[config.mk]
export PLATFORM = sky130hd
export DESIGN_NAME = updown_pc
export DESIGN_NICKNAME = d
export VERILOG_FILES = /design/src/rtl/updown_pc.sv
export SDC_FILE = /design/constraint.sdc
export NUM_CORES = 1
export LEC_CHECK = 0
export ABC_AREA = 1
export BUFFER_PORTS_ARGS = -buffer_cell sky130_fd_sc_hd__buf_2
export CAP_MARGIN = 20
export CORE_MARGIN = 1
export CORE_UTILIZATION = 40
export CTS_CLUSTER_SIZE = 30
export DETAILED_ROUTE_END_ITERATION = 12
export HOLD_SLACK_MARGIN = 0.03
export PLACE_DENSITY = 0.67
export SYNTH_ARGS = -nofsm -noshare
export SYNTH_HDL_FRONTEND = slang
export SYNTH_SLANG_ARGS = --single-unit
[constraint.sdc]
create_clock -name clk -period 3.03 [get_ports clk]
set_clock_uncertainty 0.05 [all_clocks]
set_input_delay 0.1515 -clock clk [delete_from_list [all_inputs] [get_ports clk]]
set_output_delay 0.1515 -clock clk [all_outputs]
set_load 0.005 [all_outputs]
[src/rtl/updown_pc.sv]
// Up/down counter with parallel load, selectable wrap or saturate behaviour,
// registered terminal-count pulse and saturation-refusal flag.
module updown_pc #(
    parameter int unsigned WIDTH = 8
) (
    input  logic             clk,
    input  logic             reset,
    input  logic             en,
    input  logic             up,
    input  logic             load,
    input  logic [WIDTH-1:0] load_val,
    input  logic             sat,
    output logic [WIDTH-1:0] qout,
    output logic [WIDTH-1:0] qnout,
    output logic             tc,
    output logic             blocked
);

    localparam logic [WIDTH-1:0] AllOnes = {WIDTH{1'b1}};
    localparam logic [WIDTH-1:0] Zero    = {WIDTH{1'b0}};
    localparam logic [WIDTH-1:0] One     = {{(WIDTH-1){1'b0}}, 1'b1};

    logic [WIDTH-1:0] cnt_q, cnt_d;
    logic             tc_q, tc_d;
    logic             blocked_q, blocked_d;

    logic             at_edge;     // a step from here in this direction would wrap
    logic             near_edge;   // a step from here lands exactly on the boundary
    logic [WIDTH-1:0] stepped;

    always_comb begin
        at_edge   = up ? (cnt_q == AllOnes) : (cnt_q == Zero);
        near_edge = up ? (cnt_q == (AllOnes - One)) : (cnt_q == One);
        stepped   = up ? (cnt_q + One) : (cnt_q - One);
    end

    always_comb begin
        cnt_d     = cnt_q;
        tc_d      = 1'b0;
        blocked_d = 1'b0;
        if (load) begin
            cnt_d = load_val;
        end else if (en) begin
            if (at_edge && sat) begin
                blocked_d = 1'b1;
            end else begin
                cnt_d = stepped;
                // Wrap mode pulses on the wrap itself; saturate mode on reaching the rail.
                tc_d  = sat ? near_edge : at_edge;
            end
        end
    end

    always_ff @(posedge clk) begin
        if (reset) begin
            cnt_q     <= Zero;
            tc_q      <= 1'b0;
            blocked_q <= 1'b0;
        end else begin
            cnt_q     <= cnt_d;
            tc_q      <= tc_d;
            blocked_q <= blocked_d;
        end
    end

    assign qout    = cnt_q;
    assign qnout   = ~cnt_q;
    assign tc      = tc_q;
    assign blocked = blocked_q;

endmodule
### Word-level counts from Yosys, hierarchy flattened

Index checks and enable logic that the tools add are counted.

* reductions and logical operators: 6
* add/sub/neg operators: 2
* mux-type cells: 8
* eq/ne operators: 4
* bitwise operators: 2

Operators with widths (count)
* 8-bit two-way mux: 4
* 8-bit == test, second input constant: 2
* 8-bit by 1-bit adder with 8-bit output, second input constant: 1
* 8-bit by 1-bit == test with 1-bit output, second input constant: 1
* 8-bit logical NOT: 1
* 8-bit inverter: 1
* 8-bit by 1-bit subtractor with 8-bit output, second input constant: 1
* 1-bit two-way mux: 4
* 4-bit OR reduction: 1
* 3-bit OR reduction: 1
* 2-bit inequality test, second input constant: 1
* 2-bit AND reduction: 1
* 2-bit nonzero test: 1
* 1-bit logical AND: 1
* 1-bit inverter: 1

* output and inout bits: 18
* bits in registers: 10
* word-level logic and storage cells: 25
* bits of input ports: 14

### Logic depth before layout (Yosys ltp)

Gate-level depths: netlist of run 1.

* word-level depth: 6
* gate-level depth with buffers: 12
* mapped depth without buffers: 12

### Worst setup path after synthesis of run 1

No wires, ideal clock.

* path kind: reg2reg
* from: register cnt_q[0], in the netlist qout[0]
* to: register cnt_q[7], in the netlist qout[7]
* arrival time: 1312 ps
* period minus slack after synthesis: 1490 ps
* cell stages (with the launch flop): 12
* library setup time: 128 ps
* path buffers: 0
* setup slack: 1540 ps
* data required time: 2852 ps
* cells stage by stage: dfxtp_1 > inv_1 > ha_1 > nand2_2 > nor2_1 > nand2_2 > nand2_4 > nand2_2 > nand3_2 > nor2_1 > nor2_1 > nor2_1

* longest elaborated chain between the ends: 5
* elaborated cells on any way between the ends: 12
* those cells by class: 2 x add/sub; 2 x eq/ne; 5 x mux; 3 x reduce/logical

RTL lines
* from (decl): line 23 `logic [WIDTH-1:0] cnt_q, cnt_d;`
* from (signal assigned): line 56 `cnt_q <= Zero;`
* from (signal assigned): line 60 `cnt_q <= cnt_d;`
* 8-bit by 1-bit subtractor with 8-bit output, or another cell as far along: line 34 `stepped = up ? (cnt_q + One) : (cnt_q - One);`
* 8-bit two-way mux or 1-bit two-way mux (tied branches): line 34, 32
* 8-bit two-way mux or 1-bit logical AND (tied branches): line 44 `if (at_edge && sat) begin`
* 8-bit two-way mux or 2-bit inequality test (tied branches)
* 8-bit two-way mux or 2-bit AND reduction (tied branches)

Several ways; a longest one is shown, not always the timed one. The select of a mux whose other input is x is not followed.
A chain may end at the register's enable or synchronous reset.

### Final worst setup path of run 1

Same ends and word-level chain as after synthesis.

==> impl_metrics.csv, run 1 <==
group,metric,value,unit
grt,grt_pass1_vias,951,
timing,tightest_slew,375,ps
pwr,power.density,357,nW/µm²
critical_path,reg2reg_slack,1310,ps
critical_path,path_class,"reg -> reg",
grt,antenna_found_initial,0,
critical_path,worst_ep_required_time,3180,ps
finish,layout.nets,195,
placed_design,dp_hpwl,1840,µm
clock_tree,cts_tree,"done",
timing,finalHoldViolCount,0,
hold_path,min_path_type,"in -> reg",
synthesis,yosysTopAreaCellShare,0.230,
timing,fmax,0.583,GHz
grt,grtUsageTotal,0.213,
clock_tree,postCtsSetupBuffers,0,
synthesis,syn_avg_cell_area,6.05,µm²
grt,grt_max_degree,11,
synthesis,yosys_warnings,0,
clock_tree,cts_buffer_depth,2,
finish,area_growth,20.7,%
hold_path,min_path_cells,3,
pwr,fin_total_pwr,0.375,mW
clock_tree,cts_hold_buf,0,
clock_tree,post_cts_resized,0,
clock_tree,cts_inserted_buffers,3,
placed_design,io_buffers,31,
routing,drc,0,
finish,seq_area,200,µm²
synthesis,synth_edf_count,0,
critical_path,r2r_cells,11,
routing,wl,2300,µm
routing,wire_per_inst,11.5,µm
synthesis,yosysMostFrequentCell,"nand2_1",
finish,final_util,0.525,
timing,slew_headroom,0.750,
routing,drtIter0Drc,19,
synthesis,synth_seq_cells,10,
pwr,irDropWorstVdd,0.279,mV
timing,maxSlewViolCount,0,
routing,vias,986,
synthesis,synthCells,144,
synthesis,synth_area_leaders,"dfxtp_1 (23%), nand2_1 (18%), nor2_1 (8.2%), ha_1 (7.2%), nand3_1 (5.7%)",
timing,min_period,1720,ps
critical_path,worstPathArrival,1870,ps
synthesis,ys_types,24,
finish,antenna_cells,0,
critical_path,cp-end-kind,"flip-flop",
synthesis,synth_ff_type,"dfxtp_1",
die,io_pins,32,
finish,multi_input_area,572,µm²
critical_path,cp-start-kind,"flip-flop",
timing,rsz0062_at_grt,"false",
clock_tree,path_clk_slew,60,ps
synthesis,synth_top_cell_by_area,"dfxtp_1",
synthesis,syn_nets,163,
timing,layout_setup_ws,1310,ps
critical_path,cp_max_fo,6,
timing,setup_violations,0,
die,die-area,2370,µm²
die,core-area,2000,µm²
synthesis,syn_area,871,µm²
placed_design,pre_cts_ws,1300,ps
clock_tree,cts_htree_levels,1,
pwr,power_leakage,0.549,nW
synthesis,seq_area_frac_synth,0.230,
die,initial_core_util,0.435,
synthesis,async_reset_ff_frac,0,
grt,grt_pass1_wl,3930,µm
grt,grt_overflow,0,
routing,vias_per_cell,4.91,
routing,postRouteAntennaNets,0,
die,dieWidth,48.7,µm
synthesis,synth_commonest_cells,"nand2_1 (42), nor2_1 (19), dfxtp_1 (10), inv_1 (10), nand3_1 (10)",
timing,final.period_utilization,0.566,
die,rows,16,
status,status,"completed",
timing,fin_setup_tns,0,ps
routing,firstDrtPassIters,4,
finish,fill_cells,225,
die,die_h,48.7,µm
clock_tree,cts-root-buf,"clkbuf_4",
clock_tree,cts_sinks,10,
finish,drive_gt1_frac,0.316,
clock_tree,clkLatencyLatePin,270,ps
placed_design,place_congestion,0.865,
run,cap_violations,0,
## state kept, by name (all words and copies together), names as in the netlist
register and flops:
tc 1, qout 8, blocked 1
## worst max-delay path, cell delays in order, from the launching register on
cell and delay (ps):
dfxtp_1 440, inv_1 170, ha_1 240, nand2_2 60, nor2_1 40, nand2_2 80, nand2_4 60, nand2_2 80
nand3_2 140, nor2_1 140, nor2_1 50, nor2_1 90
## area by class of cell
| cell class | count | area share |
|---|---|---|
| Inverter | 18 | 0.0643 |
| Sequential cell | 10 | 0.190 |
| Clock buffer | 3 | 0.0214 |
| Tap cell | 27 | 0.0321 |
| Timing Repair Buffer | 31 | 0.148 |
| Multi-Input combinational cell | 112 | 0.544 |
## cell usage in the layout, fill, tap and decap left out
cell      instances
nand2_4           2
inv_2             7
nand2_2           6
nor2_2            4
o21ai_1           3
nand3_2           2
nand3_1          10
clkbuf_4          3
or2_0             1
inv_1            10
xor2_1            2
nor3_1            3
a21oi_1           6
buf_2            31
nor2_1           19
nand2_1          42
o21ai_0           3
nand4_1           2
clkinv_1          1
nor4_1            1
dfxtp_1          10
o211ai_1          1
ha_1              5
## where the power goes
part | leakage (nW) | total, mW | internal, mW | switching (mW)
Clock | 0.0138 | 0.0922 | 0.0460 | 0.0462
Sequential | 0.0825 | 0.160 | 0.141 | 0.0192
Combinational | 0.453 | 0.123 | 0.0505 | 0.0724
## per-layer routing
metal,global-route usage,up-vias,wire length (µm)
li1,-,510,-
met1,0.270,435,1080
met4,0.0735,0,34
met2,0.336,37,1010
met3,0.0692,4,170
met5,0,-,0
## final timing paths
path                            startpoint      end
worst min-delay path                    en  blocked
worst min register to register     qout[1]  qout[1]
worst max register to register     qout[0]  qout[7]
worst max-delay path               qout[0]  qout[7]
## stage by stage
| stage | hold slack (ps) | area [µm²] | instances |
|---|---|---|---|
| after floorplan | 242 | 871 | 144 |
| after global placement | 385 | 1030 | 198 |
| after global routing | 108 | 1050 | 201 |
| after detailed placement | 383 | 1030 | 198 |
| after CTS | 103 | 1050 | 201 |
| final | 110 | 1050 | 201 |
## kinds of logic (layout without fill, tap and decap cells)
family	count (synthesis)	in the layout	synth area share
AOI/OAI and AO/OA	13	13	0.0776
xor gates and xnor gates	2	2	0.0201
adders and majority gates	5	5	0.0718
buffers and inverters	22	52	0.114
DFF	10	10	0.230
and+or+nand+nor	92	92	0.487
Power figures use the tool's default switching activity.
==> inputs of run 2 (changes only) <==
--- a/config.mk
+++ b/config.mk
@@ -13,7 +13,7 @@
 export CTS_CLUSTER_SIZE = 30
 export DETAILED_ROUTE_END_ITERATION = 12
 export HOLD_SLACK_MARGIN = 0.03
-export PLACE_DENSITY = 0.67
+export PLACE_DENSITY = 0.69
 export SYNTH_ARGS = -nofsm -noshare
 export SYNTH_HDL_FRONTEND = slang
 export SYNTH_SLANG_ARGS = --single-unit
==> constraint.sdc (replaced) <==
create_clock -name clk -period 1.5 [get_ports clk]
set_clock_uncertainty 0.05 [all_clocks]
set_input_delay 0.075 -clock clk [delete_from_list [all_inputs] [get_ports clk]]
set_output_delay 0.075 -clock clk [all_outputs]
set_load 0.005 [all_outputs]
==> run 2 against run 1 <==
Net effect: hold slack got worse by 79 ps; critical path depth shrank 1; highest routed layer unchanged; fmax up 15%; clock power rose to 2.7 times the previous value; count of clock-buffer cells in the layout grew 1; combinational power rose to 2.8 times the previous value; die area unchanged; total power up 150%; utilization rose by 12 points.
==> impl_metrics.csv, run 2 (synthesized netlist as in run 1, its figures left out) <==
group,metric,value,unit
status,status,"completed",
die,die-area,2370,µm²
pwr,fin_total_pwr,0.924,mW
routing,postRouteAntennaNets,0,
routing,vias_per_cell,5.07,
timing,fin_setup_tns,0,ps
finish,area_growth,47.8,%
timing,final.period_utilization,0.999,
grt,grt_pass1_vias,917,
timing,fmax,0.668,GHz
timing,fin_hold_ws,31.2,ps
die,rows,16,
clock_tree,cts_sinks,10,
run,cap_violations,0,
finish,layout_commonest_cell,"nand2_1",
die,core-area,2000,µm²
critical_path,critPathBufInv,1,
finish,layout.nets,208,
hold_path,min_path_type,"in -> reg",
grt,grtUsageTotal,0.217,
placed_design,post-place-cells,207,
timing,slew_headroom,0.814,
critical_path,cp-end-kind,"flip-flop",
timing,maxSlewViolCount,0,
routing,vias,1090,
placed_design,dpl_cell_area,1100,µm²
critical_path,cp-start-kind,"flip-flop",
clock_tree,cts_tree,"done",
placed_design,dp_hpwl,1940,µm
clock_tree,cts_htree_levels,1,
finish,layout.cells.non_filler,215,
timing,tightest_slew,277,ps
pwr,irDropWorstVdd,0.438,mV
pwr,power_leakage,0.644,nW
placed_design,pre_cts_ws,-99.0,ps
critical_path,path_class,"reg -> reg",
critical_path,cp_common_cell,"nand2_4",
timing,min_period,1500,ps
grt,antenna_found_initial,0,
placed_design,place_congestion,0.848,
clock_tree,clkLatencyLatePin,270,ps
routing,firstDrtPassIters,4,
critical_path,reg2reg_slack,2,ps
critical_path,cp_top_family,"simple AND/OR/NAND/NOR gates",
finish,drive_gt1_frac,0.484,
critical_path,cp_slowest_cell,"dfxtp_4",
grt,grt_overflow,0,
grt,grt_pass1_wl,4000,µm
timing,layout_setup_ws,2.20,ps
routing,wl,2750,µm
grt,grt_max_degree,11,
timing,rsz0062_at_grt,"true",
critical_path,worst_ep_required_time,1610,ps
critical_path,worstPathArrival,1610,ps
pwr,power.density,718,nW/µm²
clock_tree,cts_buffer_depth,2,
finish,largest_reg_flops,8,
clock_tree,path_clk_slew,70,ps
critical_path,cp_max_fo,5,
finish,antenna_cells,0,
finish,final_area,1290,µm²
timing,setup_violations,0,
timing,finalHoldViolCount,0,
critical_path,cpPeakStageDelay,400,ps
die,die_h,48.7,µm
clock_tree,cts_inserted_buffers,3,
routing,drtIter0Drc,18,
routing,wire_per_inst,12.8,µm
critical_path,crit_path_cell_trace,"inv_4, ha_4, nand2_4, nor2_4, nand2_2, nand2_4, nand2_4, nand3_4, o21ai_1, a21oi_2",
die,dieWidth,48.7,µm
clock_tree,cts-root-buf,"clkbuf_4",
die,initial_core_util,0.435,
routing,drc,0,
die,io_pins,32,
finish,final_util,0.643,
placed_design,io_buffers,31,
finish,mostFrequentLayoutCells,"nand2_1 (39), buf_2 (31), nor2_1 (16)",
==> run 2: repair_timing <==
action,in CTS,in global routing
setup buffers,1,3
endpoints found under the setup margin,9,9
hold buffers,0,0
pin swaps,1,8
resized for setup,7,28
==> run 2: final timing paths <==
check	from	end	cells past startpoint
min reg2reg	qout[2]	qout[2]	2
min	load	blocked	2
max	qout[1]	qout[0]	10
max reg2reg	qout[1]	qout[0]	10
==> run 2: area by class of cell <==
type | count | area (µm²)
inverter | 18 | 72.6
clock buffer | 4 | 36.3
tap | 27 | 33.8
timing repair buffer | 44 | 253
multi-input combinational | 112 | 681
fill | 185 | 714
sequential | 10 | 211
==> run 2: routing by layer <==
metal / wire (µm) / share of wire / GRT usage
met1: 1140 / 0.41 / 0.289
met2: 1430 / 0.52 / 0.363
met3: 133 / 0.048 / 0.0220
met4: 51 / 0.019 / 0.0735
met5: 0 / 0 / 0
==> run 2: report_power, final <==
part	switching, mW	internal (mW)
combinational	0.195	0.153
clock	0.104	0.148
sequential	0.0384	0.287
